### config.mk
export PLATFORM = sky130hd
export DESIGN_NAME = kgp_regfile_sb
export DESIGN_NICKNAME = d
export VERILOG_FILES = /design/src/rtl/kgp_rf_pkg.sv /design/src/rtl/kgp_rf_scoreboard.sv /design/src/rtl/kgp_regfile_sb.sv
export SDC_FILE = /design/constraint.sdc
export NUM_CORES = 2
export LEC_CHECK = 0
export CAP_MARGIN = 20
export CORE_UTILIZATION = 40
export DETAILED_ROUTE_END_ITERATION = 10
export PLACE_DENSITY = 0.63
export SKIP_CTS_REPAIR_TIMING = 1
export SYNTH_ARGS = -nofsm -noshare
export SYNTH_HDL_FRONTEND = slang
export SYNTH_HIERARCHICAL = 1
export SYNTH_SLANG_ARGS = --single-unit
### constraint.sdc
create_clock -name clk -period 3.9 [get_ports clk]
set_input_delay 0.585 -clock clk [delete_from_list [all_inputs] [get_ports clk]]
set_output_delay 0.585 -clock clk [all_outputs]
set_load 0.01 [all_outputs]
### src/rtl/kgp_rf_pkg.sv
// rtl/kgp_rf_pkg.sv - shared defaults, typedefs and zero-register helper for the KGP register file
// Optional macro KGP_RF_ZERO_REG_EN hardwires register 0 to zero.
package kgp_rf_pkg;

  localparam int RF_DATA_W = 32;
  localparam int RF_ADDR_W = 5;

  typedef logic [RF_ADDR_W-1:0] rf_addr_t;
  typedef logic [RF_DATA_W-1:0] rf_data_t;

  // True when an access to this address must behave as the hardwired zero register.
  function automatic logic rf_zero_fwd(input logic i_is_zero_addr);
`ifdef KGP_RF_ZERO_REG_EN
    return i_is_zero_addr;
`else
    return 1'b0 & i_is_zero_addr;
`endif
  endfunction

endpackage

### src/rtl/kgp_rf_scoreboard.sv
// rtl/kgp_rf_scoreboard.sv - pending-write scoreboard, pending counter and per-port busy flags
// Honours KGP_RF_ZERO_REG_EN through rf_zero_fwd: register 0 is never marked pending.
module kgp_rf_scoreboard
  import kgp_rf_pkg::*;
#(
  parameter int ADDR_W = RF_ADDR_W,
  parameter int DEPTH  = 2**ADDR_W,
  parameter int NUM_RD = 2
) (
  input  logic                     clk,
  input  logic                     rst_n,
  input  logic [NUM_RD*ADDR_W-1:0] rd_addr,
  input  logic                     wr_en,
  input  logic [ADDR_W-1:0]        wr_addr,
  input  logic                     iss_en,
  input  logic [ADDR_W-1:0]        iss_addr,
  output logic [NUM_RD-1:0]        rd_busy,
  output logic [ADDR_W:0]          pend_cnt
);

  localparam logic [ADDR_W:0] DEPTH_L = (ADDR_W+1)'(DEPTH);

  logic [DEPTH-1:0] r_pend;
  logic [DEPTH-1:0] w_pend_nxt;
  logic [ADDR_W:0]  r_cnt;
  logic             w_wr_ok;
  logic             w_iss_ok;
  logic             w_inc;
  logic             w_dec;

  assign w_wr_ok  = wr_en && ({1'b0, wr_addr} < DEPTH_L) && !rf_zero_fwd(wr_addr == '0);
  assign w_iss_ok = iss_en && ({1'b0, iss_addr} < DEPTH_L) && !rf_zero_fwd(iss_addr == '0);

  // A same-address issue overrides the writeback clear: the new producer is still outstanding.
  assign w_inc = w_iss_ok && !r_pend[iss_addr];
  assign w_dec = w_wr_ok && r_pend[wr_addr] && !(w_iss_ok && (iss_addr == wr_addr));

  always_comb begin
    w_pend_nxt = r_pend;
    if (w_wr_ok) w_pend_nxt[wr_addr] = 1'b0;
    if (w_iss_ok) w_pend_nxt[iss_addr] = 1'b1;
  end

  always_ff @(posedge clk) begin
    if (!rst_n) begin
      r_pend <= '0;
      r_cnt  <= '0;
    end else begin
      r_pend <= w_pend_nxt;
      case ({w_inc, w_dec})
        2'b10:   r_cnt <= r_cnt + (ADDR_W+1)'(1);
        2'b01:   r_cnt <= r_cnt - (ADDR_W+1)'(1);
        default: r_cnt <= r_cnt;
      endcase
    end
  end

  assign pend_cnt = r_cnt;

  for (genvar k = 0; k < NUM_RD; k++) begin : g_busy
    logic [ADDR_W-1:0] w_addr;
    logic              w_ok;
    assign w_addr     = rd_addr[k*ADDR_W +: ADDR_W];
    assign w_ok       = ({1'b0, w_addr} < DEPTH_L);
    assign rd_busy[k] = w_ok && r_pend[w_addr] && !(w_wr_ok && (wr_addr == w_addr));
  end

endmodule

### src/rtl/kgp_regfile_sb.sv
// rtl/kgp_regfile_sb.sv - multi-port register file with write-first bypass and pending-write scoreboard
// Optional macro KGP_RF_ZERO_REG_EN hardwires register 0 to zero.
module kgp_regfile_sb
  import kgp_rf_pkg::*;
#(
  parameter int DATA_W = RF_DATA_W,
  parameter int ADDR_W = RF_ADDR_W,
  parameter int DEPTH  = 2**ADDR_W,
  parameter int NUM_RD = 2
) (
  input  logic                     clk,
  input  logic                     rst_n,
  input  logic [NUM_RD*ADDR_W-1:0] rd_addr,
  output logic [NUM_RD*DATA_W-1:0] rd_data,
  output logic [NUM_RD-1:0]        rd_busy,
  input  logic                     wr_en,
  input  logic [ADDR_W-1:0]        wr_addr,
  input  logic [DATA_W-1:0]        wr_data,
  input  logic                     iss_en,
  input  logic [ADDR_W-1:0]        iss_addr,
  output logic [ADDR_W:0]          pend_cnt
);

  localparam logic [ADDR_W:0] DEPTH_L = (ADDR_W+1)'(DEPTH);

  logic [DATA_W-1:0] r_rf [DEPTH];
  logic              w_wr_ok;

  assign w_wr_ok = wr_en && ({1'b0, wr_addr} < DEPTH_L) && !rf_zero_fwd(wr_addr == '0);

  always_ff @(posedge clk) begin
    if (!rst_n) begin
      for (int i = 0; i < DEPTH; i++) r_rf[i] <= '0;
    end else if (w_wr_ok) begin
      r_rf[wr_addr] <= wr_data;
    end
  end

  for (genvar k = 0; k < NUM_RD; k++) begin : g_rd
    logic [ADDR_W-1:0] w_addr;
    logic              w_ok;
    assign w_addr = rd_addr[k*ADDR_W +: ADDR_W];
    assign w_ok   = ({1'b0, w_addr} < DEPTH_L) && !rf_zero_fwd(w_addr == '0);
    // Write-first: a same-cycle writeback to this address is forwarded ahead of the array.
    assign rd_data[k*DATA_W +: DATA_W] = !w_ok                          ? '0 :
                                         (w_wr_ok && wr_addr == w_addr) ? wr_data :
                                                                          r_rf[w_addr];
  end

  kgp_rf_scoreboard #(
    .ADDR_W (ADDR_W),
    .DEPTH  (DEPTH),
    .NUM_RD (NUM_RD)
  ) u_sb (
    .clk      (clk),
    .rst_n    (rst_n),
    .rd_addr  (rd_addr),
    .wr_en    (wr_en),
    .wr_addr  (wr_addr),
    .iss_en   (iss_en),
    .iss_addr (iss_addr),
    .rd_busy  (rd_busy),
    .pend_cnt (pend_cnt)
  );

endmodule
==> results.json <==
{
  "grt_antenna_before_repair": 9,
  "area_delta_synth_final_pct": 17.6,
  "endpoint_kind": "output port",
  "synth.top_cells.by_area": "edfxtp_1 (52%), mux4_2 (12%), and2_1 (11%)",
  "drc": 0,
  "tritoncts": "yes",
  "numCtsBuffers": 114,
  "htreeDepth": 3,
  "power_switching_mw": 7.33,
  "viasPerCell": 6.27,
  "fillers": 12575,
  "grt.overflow.total": 0,
  "io_buffers": 127,
  "async_flop_share": 0,
  "wl_per_cell_um": 31.8,
  "worstRegToRegCells": 11,
  "place_area_mm2": 0.0657,
  "clk_pin_slew_ns": 0.06,
  "numPlacedInstances": 6426,
  "p_clk_frac": 0.380,
  "power_density_mw_per_mm2": 405,
  "max_cap_viol_count": 0,
  "dr.pass1.iters": 7,
  "min_path_cells": 2,
  "total_power_mw": 28.2,
  "grt_pass1_vias": 40271,
  "postLayoutSetupSlackWorst_ns": 0.0288,
  "clock_tree.root_cell": "clkbuf_16",
  "initial_utilization": 0.405,
  "core_mm2": 0.146,
  "yosys.area.top_type_share": 0.518,
  "synth_edf_count": 1024,
  "synth_common_cells": "edfxtp_1 (1,024), and2_1 (1,000), mux4_2 (306)",
  "crit_path_max_fanout": 28,
  "setup_viol": 0,
  "ios": 128,
  "final_core_util": 0.476,
  "synth_flop_cell": "edfxtp_1",
  "skew_ns": 0.00733,
  "synth_fp_nets": 4479,
  "first_iter_violations": 5954,
  "outcome": "completed",
  "rsz0062_at_grt": "yes",
  "synth_seq_cells": 1062,
  "dp_hpwl_mm": 137,
  "vias": 41742,
  "layout.cells.non_filler": 6656,
  "drive_above_1_share": 0.277,
  "intPower_mw": 20.9,
  "gp_congestion": 0.953,
  "clockBufferDepth": 3,
  "num-nets-final": 4708,
  "cp.required_ns": 3.31,
  "synth.distinct_cells": 75,
  "hold_path.class": "in -> reg",
  "synthesis.area_mm2": 0.0593,
  "finalSetupTns_ns": 0,
  "track_usage": 0.274,
  "die_h_um": 387,
  "crit_arrival_ns": 3.29,
  "worst_slew_margin_rel": 0.269,
  "startpoint_type": "input pin",
  "fin_crit_sh": 0.993,
  "synth_most_common_cell": "edfxtp_1",
  "comb_power_share": 0.145,
  "die_x_um": 387,
  "slew_violations": 0,
  "grt_max_degree": 47,
  "finalHoldViolCount": 0,
  "syn_area_per_cell_um2": 13.4,
  "hold_ws_ns": 0.243,
  "worstMarginPinSlew_ns": 1.09,
  "die_area_mm2": 0.150,
  "critPathKind": "in -> out",
  "post-place-ws_ns": -0.252,
  "p_sw_frac": 0.259,
  "finalInstanceArea_mm2": 0.0698,
  "drt_wl_total_mm": 211,
  "seq_area_frac_synth": 0.531,
  "power_frac_seq": 0.475,
  "yosys_warnings": 6,
  "antenna_left": 0,
  "worstSkewPairLatency_ns": 0.73,
  "netlist_instances": 4417,
  "fin_crit_ns": 3.87,
  "leakage_nw": 24.5,
  "clock.fmax_ghz": 0.258,
  "clock-sinks": 1062,
  "synth_top_area_cell": "edfxtp_1",
  "grt_pass1_wl_mm": 296,
  "vdd_drop_max_mv": 0.371,
  "num_rows": 140
}
## registers in the layout, indices dropped and copies added, names as in the netlist
signal,cells
r_rf,1024
u_sb/r_pend,32
u_sb/pend_cnt,6
## worst paths after layout
kind                          from                to  slack, ns
setup / recovery        rd_addr[2]       rd_data[12]       0.03
hold / removal               rst_n    u_sb/r_pend[0]       0.24
setup reg to reg   u_sb/r_pend[13]  u_sb/pend_cnt[5]       0.67
hold reg to reg   u_sb/pend_cnt[5]  u_sb/pend_cnt[5]       0.47
## cells in the final DEF (no fill, tap or decap), types with 22 or more instances in the layout
master           Yosys  routed
or3_1               27      23
o21ai_4              0      32
buf_12               2     108
o21ai_0             67      35
nand2_1            151     150
mux2i_1            205     205
o21ai_1             22      22
clkinv_1             1      27
and2_1            1000     999
nand3_1             33      33
dfxtp_1             38      38
buf_4               44     337
o211ai_1            23      23
clkbuf_16            0     120
nor2_1              78      44
nor3_1              39      39
a21boi_0            33      33
a22oi_1            135     135
a211oi_1            46      45
o22ai_1            122     122
edfxtp_1          1024    1024
clkbuf_1           273      28
mux2_2             261     261
mux4_2             306     306
clkdlybuf4s50_1      0     106
nand2b_1            26      26
nor2b_1             62      60
## critical path, stage by stage
cell,delay [ns]
buf_8,0.30
buf_12,0.26
buf_4,0.18
mux2i_1,0.08
a211o_1,0.31
or3_1,0.40
o31ai_1,0.43
clkdlybuf4s50_1,0.62
## power groups by stage
stage / clock [mW] / combinational, mW / sequential (mW)
detailed placement: 0 / 3.97 / 13.6
global placement: 0 / 3.96 / 13.6
CTS: 10.8 / 3.99 / 13.4
floorplan: 0 / 2.15 / 13.5
global route: 11.2 / 4.23 / 13.5
finish: 10.7 / 4.10 / 13.4
## cells by family (layout without fill, tap and decap cells)
kind of cell / after synthesis / in the layout / synth area share
AND/OR/NAND/NOR: 1481 / 1481 / 0.148
flip-flops: 1062 / 1062 / 0.531
adder cells (fa/ha/maj): 6 / 6 / 0.00139
multiplexers: 776 / 776 / 0.202
XOR/XNOR: 27 / 27 / 0.00399
buffers and inverters: 474 / 794 / 0.0397
AO/OA/AOI/OAI: 591 / 591 / 0.0741
other: 0 / 2 / 0
## metal layers
layer  track usage  share of wire
met2         0.413           0.44
met4         0.102          0.041
met1         0.378           0.39
met5       0.00574        0.00069
met3        0.0710           0.12
## area by class of cell
cell class | count | area (µm²) | area share
Antenna cell | 2 | 5.00 | 0.0000717
Clock buffer | 144 | 3010 | 0.0431
Clock inverter | 63 | 571 | 0.00818
Inverter | 11 | 41.3 | 0.000592
Multi-Input combinational cell | 2881 | 26100 | 0.374
Sequential cell | 1062 | 31500 | 0.452
Tap cell | 1917 | 2400 | 0.0344
Timing Repair Buffer | 576 | 6110 | 0.0876
Note: power is estimated with default switching activity, not from simulation.
